<file path="src/rtl/ex_muldiv_unit.sv">
// Iterative MULT/MULTU/DIV/DIVU unit for the EX stage; owns the HI/LO registers.
// One shift-add or restoring-division step per cycle, sign fix-up on the final cycle.
module ex_muldiv_unit #(
  parameter int WIDTH = 32
) (
  input  logic             clk,
  input  logic             reset,
  input  logic             start,
  input  logic [1:0]       op,
  input  logic [WIDTH-1:0] rs_val,
  input  logic [WIDTH-1:0] rt_val,
  input  logic             flush,
  input  logic             mthi,
  input  logic             mtlo,
  output logic             busy,
  output logic             done,
  output logic             div_by_zero,
  output logic [WIDTH-1:0] hi,
  output logic [WIDTH-1:0] lo
);

  typedef enum logic [1:0] {IDLE, RUN, FINISH} state_t;
  localparam int CW = $clog2(WIDTH + 1);

  state_t             state_q, state_d;
  logic [CW-1:0]      cnt_q, cnt_d;
  logic [2*WIDTH-1:0] acc_q, acc_d;
  logic [WIDTH-1:0]   opb_q, opb_d;
  logic [WIDTH-1:0]   hi_q, hi_d, lo_q, lo_d;
  logic               is_div_q, is_div_d;
  logic               neg_a_q, neg_a_d, neg_b_q, neg_b_d;
  logic               done_q, done_d, dbz_q, dbz_d;

  // Operand sign and magnitude at launch; op[0] = 0 selects the signed variants.
  logic             sgn_a, sgn_b;
  logic [WIDTH-1:0] mag_a, mag_b;
  assign sgn_a = ~op[0] & rs_val[WIDTH-1];
  assign sgn_b = ~op[0] & rt_val[WIDTH-1];
  assign mag_a = sgn_a ? -rs_val : rs_val;
  assign mag_b = sgn_b ? -rt_val : rt_val;

  // Multiply step: acc = {partial product, remaining multiplier bits}.
  logic [WIDTH:0] mul_sum;
  assign mul_sum = {1'b0, acc_q[2*WIDTH-1:WIDTH]} + {1'b0, (acc_q[0] ? opb_q : '0)};

  // Divide step: acc = {partial remainder, dividend bits / quotient bits}.
  logic [WIDTH:0]   div_shift;
  logic [WIDTH+1:0] div_trial;
  assign div_shift = {acc_q[2*WIDTH-1:WIDTH], acc_q[WIDTH-1]};
  assign div_trial = {1'b0, div_shift} - {2'b00, opb_q};

  // Final results after sign correction.
  logic [2*WIDTH-1:0] prod_res;
  logic [WIDTH-1:0]   quot_res, rem_res;
  logic               zero_div;
  assign prod_res = (neg_a_q ^ neg_b_q) ? -acc_q : acc_q;
  assign quot_res = (neg_a_q ^ neg_b_q) ? -acc_q[WIDTH-1:0] : acc_q[WIDTH-1:0];
  assign rem_res  = neg_a_q ? -acc_q[2*WIDTH-1:WIDTH] : acc_q[2*WIDTH-1:WIDTH];
  assign zero_div = (opb_q == '0);

  always_comb begin
    // NOTE: every signal gets a default first so no path leaves it unassigned (no latches).
    state_d  = state_q;
    cnt_d    = cnt_q;
    acc_d    = acc_q;
    opb_d    = opb_q;
    hi_d     = hi_q;
    lo_d     = lo_q;
    is_div_d = is_div_q;
    neg_a_d  = neg_a_q;
    neg_b_d  = neg_b_q;
    done_d   = 1'b0;
    dbz_d    = 1'b0;

    unique case (state_q)
      IDLE: begin
        if (start && !flush) begin
          state_d  = RUN;
          cnt_d    = '0;
          acc_d    = {{WIDTH{1'b0}}, (op[1] ? mag_a : mag_b)};
          opb_d    = op[1] ? mag_b : mag_a;
          is_div_d = op[1];
          neg_a_d  = sgn_a;
          neg_b_d  = sgn_b;
        end else if (!start) begin
          if (mthi) hi_d = rs_val;
          if (mtlo) lo_d = rs_val;
        end
      end
      RUN: begin
        if (flush) begin
          state_d = IDLE;
        end else begin
          if (is_div_q) begin
            if (!div_trial[WIDTH+1])
              acc_d = {div_trial[WIDTH-1:0], acc_q[WIDTH-2:0], 1'b1};
            else
              acc_d = {div_shift[WIDTH-1:0], acc_q[WIDTH-2:0], 1'b0};
          end else begin
            acc_d = {mul_sum, acc_q[WIDTH-1:1]};
          end
          cnt_d = cnt_q + CW'(1);
          if (cnt_q == CW'(WIDTH - 1)) state_d = FINISH;
        end
      end
      FINISH: begin
        state_d = IDLE;
        if (!flush) begin
          done_d = 1'b1;
          if (!is_div_q) begin
            {hi_d, lo_d} = prod_res;
          end else if (zero_div) begin
            // The remainder path shifted the whole dividend back out, so rem_res equals rs_val.
            hi_d  = rem_res;
            lo_d  = '1;
            dbz_d = 1'b1;
          end else begin
            hi_d = rem_res;
            lo_d = quot_res;
          end
        end
      end
      default: state_d = IDLE;
    endcase
  end

  always_ff @(posedge clk) begin
    // NOTE: sequential state uses non-blocking assignments so all flops update together.
    if (reset) begin
      state_q  <= IDLE;
      cnt_q    <= '0;
      acc_q    <= '0;
      opb_q    <= '0;
      hi_q     <= '0;
      lo_q     <= '0;
      is_div_q <= 1'b0;
      neg_a_q  <= 1'b0;
      neg_b_q  <= 1'b0;
      done_q   <= 1'b0;
      dbz_q    <= 1'b0;
    end else begin
      state_q  <= state_d;
      cnt_q    <= cnt_d;
      acc_q    <= acc_d;
      opb_q    <= opb_d;
      hi_q     <= hi_d;
      lo_q     <= lo_d;
      is_div_q <= is_div_d;
      neg_a_q  <= neg_a_d;
      neg_b_q  <= neg_b_d;
      done_q   <= done_d;
      dbz_q    <= dbz_d;
    end
  end

  assign busy        = (state_q != IDLE);
  assign done        = done_q;
  assign div_by_zero = dbz_q;
  assign hi          = hi_q;
  assign lo          = lo_q;

endmodule
</file>
<file path="config.mk">
export PLATFORM = sky130hd
export DESIGN_NAME = ex_muldiv_unit
export DESIGN_NICKNAME = d
export VERILOG_FILES = /design/src/rtl/ex_muldiv_unit.sv
export SDC_FILE = /design/constraint.sdc
export NUM_CORES = 1
export LEC_CHECK = 0
export BUFFER_PORTS_ARGS = -buffer_cell sky130_fd_sc_hd__buf_2
export CORE_UTILIZATION = 63
export CTS_BUF_LIST = sky130_fd_sc_hd__clkbuf_4 sky130_fd_sc_hd__clkbuf_8
export DETAILED_ROUTE_END_ITERATION = 8
export PLACE_DENSITY_LB_ADDON = 0.05
export SLEW_MARGIN = 20
export SYNTH_ARGS = -nofsm -noshare
export SYNTH_HDL_FRONTEND = slang
export SYNTH_SLANG_ARGS = --single-unit
</file>
<file path="constraint.sdc">
create_clock -name clk -period 4.2 [get_ports clk]
set_clock_uncertainty 0.15 [all_clocks]
set_input_delay 0.42 -clock clk [delete_from_list [all_inputs] [get_ports clk]]
set_output_delay 0.42 -clock clk [all_outputs]
set_load 0.005 [all_outputs]
</file>
==> results.md, run 1 <==
* Result of the run: finished clean
* Critical path required time at between 4 and 5 ns
* Area of all placed cells without fillers at 0.0157 mm2
* Count of input and output buffers at 138
* Number of antenna violations at the first check in global routing at 0
* Final routed wirelength across all metal layers at ~50 mm
* Mean instance size in the synthesized netlist at 7.32 um2
* Met3 track demand over resource at 11.5%
* Post CTS Setup Buffer Count at 0
* Number of enable-type register cells in the synthesized netlist at 0
* First DRT Iteration DRCs at 1919
* Hold slack final at 0.158 ns
* Buf+Inv Stages, Crit Path at 2
* Sequential area share after synthesis at about a quarter
* GRT Overall Usage at 42.7%
* Post-synthesis cell type count at 78
* CTS tree: yes
* Number of diodes at 0
* Post-synthesis instance area at 0.0144 mm2
* Total nets after synthesis at 2110
* H-tree level count at 4
* Slew at the pin with the worst max-slew slack at around 1.1 ns
* Final #Nets at 2181
* Cell repeated most along the worst path: sky130_fd_sc_hd__o21ai_0
* Area occupied by multi-input gates at 0.0102 mm2
* Cell at the root of the clock tree: sky130_fd_sc_hd__clkbuf_8
* TritonCTS buffer count at 17
* Worst vdd rail ir drop at 0.000184 V
* Power density relative to cell area at 274 mW/mm2
* Initial core utilization at 65.1%
* Half-perimeter wire length after detailed placement at 39.3 mm
* Length of the first detailed-routing pass in iterations at 6
* Remaining number of nets flagged by the antenna check after routing at 0
* Accumulated negative setup slack at 0 ns
* # rows at 54
* Leakage power at 6.59 nW
* Area growth from synthesis to final layout at 9.22%
* Critical path endpoint category: register
* Setup repair after global routing missed its margin: false
* Post-Place Cell Area at 0.0153 mm2
* Type of the worst setup path: reg -> reg
* DRC violations left at 0
* Hold buffer count at cts at 0
* Detail-routed via count per cell at 6.80
* Worst-path cell chain: inv_1, buf_4, nor2_1, ha_1, o21ai_0, a21oi_1, o2111ai_1, a2111oi_1, o221ai_1, o21ai_0, a31oi_1, mux2i_1, a32o_1
* Relative slew slack at 25.6%
* Clock Sink Count at 173
* Critical path's slowest cell: sky130_fd_sc_hd__a2111oi_1
* Number of violations of the max-capacitance limit at 0
* Dominant synthesized flop cell: sky130_fd_sc_hd__dfxtp_1
* Crit path time final at 3.91 ns
* CP Max Fanout at 11
* Maximum clock rate at between 0.2 and 0.3 GHz
* Count of instances resized after the clock tree is built at 0
* Layer with the highest usage after global routing: met2
* Area of the die at 0.0235 mm2
* Global-route congestion overflow total at 0
* Crit path launch type: register
* Register Area at 0.00346 mm2
* Count of pins on the block boundary at 139
* Average routed wire per standard cell at 22.0 um
* Number of flip-flops and latches in the synthesized netlist at about 170
* Vias in the first global route at 14100
* Worst-skew pair later-pin latency at 0.49 ns
* Vert. Die Dim at 153 um
* Delay of the slowest cell on the worst path at 0.52 ns
* First-pass GRT wire length at 78.0 mm
* Pins Over Slew Limit at 0
* Gate count of the mapped netlist at just under 2000
* Global routing met1 resource utilization at 57.6%
* Largest net degree at the start of global routing at 77
* Layout cell share with drive strength beyond 1 at approximately 12%
* Cell family contributing the most delay on the critical path: compound AO/OA/AOI/OAI gates
* Placeable core area at ~0.022 mm2
* Endpoints failing setup at 0
* Final hold violation count at 0
* Clock transition at the registers of the reported paths at 0.11 ns
* Period Utilization, post-route at 93.2%
* Overall via count from detail_route at 15900
* Max Root-Sink Buffers at 2
* Global-route track usage on met2 at about 63%
* X dimension of the die at 153 um
* Final weighted congestion of routability-driven global placement at 0.984
* Share of flip-flops with an asynchronous set or reset at 0%
* Fillers at 1899
* Data arrival time of the worst path at 4.14 ns
* Worst min path class: in -> reg
* Yosys warnings at 0
-- routing by layer --
metal  up-vias  routed length (um)  share of wire (%)
met4         0                2420                4.7
met3       164                7100                 14
met5         -                   0                  0
met2      1109               21300                 41
li1       7285                   -                  -
met1      7298               20600                 40
-- metrics by stage --
stage               utilization (%)  setup WS, ns  power (mW)  cells
global placement               69.3         0.586        2.99   2299
CTS                            71.1         0.322        4.25   2331
floorplan                         -         0.780        2.62   1967
detailed placement             69.3         0.373        3.01   2299
global route                   71.1        0.0845        4.45   2331
finish                         71.1         0.285        4.31   2331
-- cells in the mapped netlist, types with 33 or more instances --
cell type,count,area [um2]
sky130_fd_sc_hd__dfxtp_1,173,3460
sky130_fd_sc_hd__a21oi_1,191,956
sky130_fd_sc_hd__ha_1,69,863
sky130_fd_sc_hd__o21ai_0,131,656
sky130_fd_sc_hd__o221ai_1,33,289
sky130_fd_sc_hd__nand2_1,188,706
sky130_fd_sc_hd__a211oi_1,33,248
sky130_fd_sc_hd__mux2i_1,66,661
sky130_fd_sc_hd__inv_1,60,225
sky130_fd_sc_hd__nor3_1,49,245
sky130_fd_sc_hd__nor2_1,246,923
sky130_fd_sc_hd__clkbuf_1,121,454
sky130_fd_sc_hd__xnor2_1,87,762
sky130_fd_sc_hd__xor2_1,82,718
-- power by group --
group	internal (mW)	switching (mW)	total (mW)	leakage [nW]
Combinational	0.441	0.772	1.21	4.97
Sequential	1.72	0.0950	1.82	1.41
Clock	0.504	0.777	1.28	0.205
Total	2.67	1.64	4.31	6.59
-- final timing paths --
| check | slack (ns) | end | startpoint | cells after the start |
|---|---|---|---|---|
| worst max-delay path | 0.29 | acc_q[61]$_SDFFE_PP0P_ | acc_q[0]$_SDFFE_PP0P_ | 13 |
| worst min-delay path | 0.16 | hi[4]$_SDFFE_PP0P_ | rs_val[4] | 3 |
| worst max register to register | 0.29 | acc_q[61]$_SDFFE_PP0P_ | acc_q[0]$_SDFFE_PP0P_ | 13 |
| worst min register to register | 0.30 | lo[25]$_SDFFE_PP0P_ | lo[25]$_SDFFE_PP0P_ | 2 |
-- layout make-up --
class | instances | share of cell area [%]
Inverter | 62 | 1.48
Timing Repair Buffer | 191 | 6.94
Tap cell | 280 | 2.23
Clock buffer | 17 | 1.49
Clock inverter | 15 | 1.10
Multi-Input combinational cell | 1593 | 64.7
Sequential cell | 173 | 22.0
-- placed cells by master (no fill, tap or decap), types with 6 or more instances in the layout --
cell	instances
sky130_fd_sc_hd__or2_2	8
sky130_fd_sc_hd__xnor2_1	87
sky130_fd_sc_hd__a31oi_1	26
sky130_fd_sc_hd__o22ai_1	11
sky130_fd_sc_hd__buf_2	137
sky130_fd_sc_hd__or3_1	16
sky130_fd_sc_hd__o41ai_1	8
sky130_fd_sc_hd__or4_1	12
sky130_fd_sc_hd__nor4_1	20
sky130_fd_sc_hd__dfxtp_1	172
sky130_fd_sc_hd__ha_1	69
sky130_fd_sc_hd__xor2_1	82
sky130_fd_sc_hd__nand2b_1	11
sky130_fd_sc_hd__o31ai_1	25
sky130_fd_sc_hd__nand2_1	188
sky130_fd_sc_hd__nor2_1	245
sky130_fd_sc_hd__buf_4	54
sky130_fd_sc_hd__a211oi_1	33
sky130_fd_sc_hd__a21o_1	32
sky130_fd_sc_hd__nor3_1	49
sky130_fd_sc_hd__and2_1	9
sky130_fd_sc_hd__a311oi_1	14
sky130_fd_sc_hd__nand3b_1	6
sky130_fd_sc_hd__nand3_1	22
sky130_fd_sc_hd__mux2i_1	66
sky130_fd_sc_hd__o211ai_1	20
sky130_fd_sc_hd__clkbuf_8	17
sky130_fd_sc_hd__a22oi_1	20
sky130_fd_sc_hd__o21a_1	7
sky130_fd_sc_hd__inv_1	60
sky130_fd_sc_hd__o21ai_0	131
sky130_fd_sc_hd__o21bai_1	9
sky130_fd_sc_hd__a21oi_1	191
sky130_fd_sc_hd__o221ai_1	33
sky130_fd_sc_hd__nor2b_1	19
sky130_fd_sc_hd__nand4_1	19
sky130_fd_sc_hd__and3_1	13
-- kinds of logic after synthesis --
kind of cell	share of synthesized area, %
mux	4.90
xor+xnor	10.3
buf+inv	5.39
simple gates	21.7
fa+ha+maj	6.28
flops	24.1
compound gates	27.4
-- sequential cells by signal, indices dropped and copies added, names as in the netlist --
| register | cells |
|---|---|
| state_q | 2 |
| cnt_q | 6 |
| opb_q | 32 |
| neg_a_q | 1 |
| done | 1 |
| lo | 32 |
| neg_b_q | 1 |
| acc_q | 64 |
| hi | 32 |
| div_by_zero | 1 |
| is_div_q | 1 |
-- worst register-to-register path, stage by stage, from the launching register on --
cell                        delay, ns
sky130_fd_sc_hd__dfxtp_1         0.35
sky130_fd_sc_hd__inv_1           0.34
sky130_fd_sc_hd__buf_4           0.24
sky130_fd_sc_hd__nor2_1          0.05
sky130_fd_sc_hd__ha_1            0.36
sky130_fd_sc_hd__o21ai_0         0.11
sky130_fd_sc_hd__a21oi_1         0.24
sky130_fd_sc_hd__o2111ai_1       0.23
sky130_fd_sc_hd__a2111oi_1       0.52
sky130_fd_sc_hd__o221ai_1        0.24
sky130_fd_sc_hd__o21ai_0         0.41
sky130_fd_sc_hd__a31oi_1         0.18
sky130_fd_sc_hd__mux2i_1         0.16
sky130_fd_sc_hd__a32o_1          0.23
Power figures use the tool's default switching activity.
==> inputs of run 2 (changes only) <==
--- a/config.mk
+++ b/config.mk
@@ -6,7 +6,7 @@
 export NUM_CORES = 1
 export LEC_CHECK = 0
 export BUFFER_PORTS_ARGS = -buffer_cell sky130_fd_sc_hd__buf_2
-export CORE_UTILIZATION = 63
+export CORE_UTILIZATION = 35
 export CTS_BUF_LIST = sky130_fd_sc_hd__clkbuf_4 sky130_fd_sc_hd__clkbuf_8
 export DETAILED_ROUTE_END_ITERATION = 8
 export PLACE_DENSITY_LB_ADDON = 0.05
==> run 2 against run 1 <==
  * Clock-buffer cell count up 1
  * Utilization decreased by 31 points
  * Worst hold slack lost 0.049 ns
  * Global-route usage is 14 points lower
  * Register-to-register slack hardly changed
  * Sequential share of layout area decreased by 0.68 points
  * Critical path type unchanged
  * Critical endpoint unchanged
  * Largest cell class unchanged
  * Largest power group unchanged
  * Highest routed layer unchanged
==> results.md, run 2 (synthesis results as in run 1) <==
* Final routed wirelength across all metal layers at 60.5 mm
* Area growth from synthesis to final layout at 12.7%
* Clock Sink Count at 173
* Accumulated negative setup slack at 0 ns
* Average routed wire per standard cell at 23.3 um
* Pins Over Slew Limit at 0
* Pre-CTS worst setup slack at 0.291 ns
* Detail-routed via count per cell at 5.89
* CP Max Fanout at 4
* Remaining number of nets flagged by the antenna check after routing at 0
* Combinational fraction of design power at roughly 29%
* Final hold violation count at 0
* Largest net degree at the start of global routing at 69
* Count of input and output buffers at ~140
* Initial core utilization at a little over a third
* Max Root-Sink Buffers at 2
* Relative slew slack at around 33%
* Cell internal power dissipation at 2.79 mW
* Final weighted congestion of routability-driven global placement at 0.938
* Worst-path cell chain: and2_1, ha_1, inv_1, fa_1, nand2b_1, a21oi_1, o2111ai_1, a2111oi_1, o221ai_1, o21ai_0, a31oi_1, mux2i_1, a32o_1
* Commonest non-fill, non-tap cell in the layout: sky130_fd_sc_hd__nor2_1
* Area of the die at 0.0419 mm2
* HP Start: reset
* Hold buffer count at cts at 0
* Number of diodes at 0
* Critical path's slowest cell: sky130_fd_sc_hd__a2111oi_1
* Slew at the pin with the worst max-slew slack at between 1 and 1.5 ns
* Clock transition at the registers of the reported paths at roughly 0.10 ns
* Number of antenna violations at the first check in global routing at 0
* Slack of the worst reg-to-reg path at 0.29 ns
* Cell at the root of the clock tree: sky130_fd_sc_hd__clkbuf_8
* First-pass GRT wire length at roughly 89 mm
* Overall via count from detail_route at 15300
* DRC violations left at 0
* Maximum clock rate at about 0.26 GHz
* Count of instances resized after the clock tree is built at 0
* Data arrival time of the worst path at 4.17 ns
* Result of the run: finished clean
* Crit path launch type: register
* Leakage power at around 6.7 nW
* Switching component of the power at about 1.6 mW
* Endpoint of the worst hold path: lo[29]$_SDFFE_PP0P_
* Layout cell share with drive strength beyond 1 at 13.4%
* Fillers at roughly 4300
* Placeable core area at between 0.04 and 0.05 mm2
* Largest Register: acc_q
* Reg power frac at between 40% and 50%
* Worst vdd rail ir drop at 0.000147 V
* Setup repair after global routing missed its margin: false
* Capture instance of the worst register-to-register path: acc_q[61]$_SDFFE_PP0P_
* Post CTS Setup Buffer Count at 0
* Global-route congestion overflow total at 0
* Area of all placed cells without fillers at 0.0162 mm2
* TritonCTS buffer count at 17
* Power density relative to cell area at between 200 and 300 mW/mm2
* Area occupied by multi-input gates at around 0.010 mm2
* Post-route setup slack at around 0.29 ns
* Delay of the slowest cell on the worst path at ~0.55 ns
* Worst-skew pair later-pin latency at 0.51 ns
* Worst r2r path cells at 13
* Length of the first detailed-routing pass in iterations at 8
* Period Utilization, post-route at 93.2%
* CTS tree: yes
* Vert. Die Dim at slightly above 200 um
* Number of violations of the max-capacitance limit at 0
* Register Area at 0.00346 mm2
* Pwr Total at around 4.4 mW
* Commonest cells after routing, fill and taps aside: sky130_fd_sc_hd__nor2_1, sky130_fd_sc_hd__a21oi_1, sky130_fd_sc_hd__nand2_1
* Worst reg2reg startpoint: acc_q[0]$_SDFFE_PP0P_
* Clock share of power at 30.4%
* Type of the worst setup path: reg -> reg
* Depth of the worst hold-timing path at 2
* Max reg flops at between 60 and 70
* Post-Place Cell Area at around 0.016 mm2
* Critical path required time at roughly 4.5 ns
* First DRT Iteration DRCs at 1259
* Count of pins on the block boundary at 139
* Endpoints failing setup at 0
* Half-perimeter wire length after detailed placement at roughly 48 mm
* Vias in the first global route at 14200
* Critical path endpoint category: register
* GRT Overall Usage at between 20 and 30%
* # rows at 73
* Worst min path class: in -> reg
* Switching fraction of total power at a little under two fifths
* H-tree level count at 4
* Final #Nets at 2202
* Crit path time final at approximately 3.9 ns
* X dimension of the die at 205 um
## run 2: cell type report
type	instances	area share, %
repair buffers	212	7.70
clock buffers	18	1.53
clock inverters	14	1.11
well taps	525	4.05
inverters	62	1.46
flip-flops and latches	173	21.4
multi-input cells	1593	62.8
## run 2: through the flow
stage               util, %  cells  hold slack, ns
finish                 40.4   2597           0.110
global route           40.4   2597          0.0891
CTS                    40.4   2597          0.0704
detailed placement     39.3   2565           0.286
global placement       39.3   2565           0.283
floorplan                 -   1967           0.279
## run 2: power groups by stage
stage	Sequential, mW	Clock, mW	Combinational [mW]
after floorplan	1.81	0	0.813
after global routing	1.82	1.42	1.37
after CTS	1.81	1.37	1.25
after global placement	1.85	0	1.25
after detailed placement	1.85	0	1.24
final	1.81	1.34	1.27
## run 2: how the worst max path moves through the flow
stage / from / endpoint / slack (ns) / cells past startpoint
finish: acc_q[0]$_SDFFE_PP0P_ / acc_q[61]$_SDFFE_PP0P_ / 0.29 / 13
global route: acc_q[10]$_SDFFE_PP0P_ / hi[15]$_SDFFE_PP0P_ / 0.12 / 9
CTS: opb_q[0]$_SDFFE_PP0P_ / acc_q[61]$_SDFFE_PP0P_ / 0.24 / 13
detailed placement: opb_q[0]$_SDFFE_PP0P_ / acc_q[61]$_SDFFE_PP0P_ / 0.29 / 13
global placement: acc_q[10]$_SDFFE_PP0P_ / hi[15]$_SDFFE_PP0P_ / 0.22 / 9
floorplan: acc_q[0]$_SDFFE_PP0P_ / acc_q[63]$_SDFFE_PP0P_ / 0.78 / 14
## run 2: layer usage
layer	wire length [um]	global-route usage, %	up-vias
met5	0	0	-
li1	-	-	7299
met3	3930	3.99	79
met2	25900	42.8	554
met4	1810	10.3	0
met1	28800	40.8	7362
## run 2: critical path: cells and delay by family (launching register included)
kind            cells  cell delay, ns
fa+ha+maj           2            0.56
buf+inv             1            0.06
compound gates      7            2.12
simple gates        2            0.36
mux                 1            0.14
flops               1            0.42
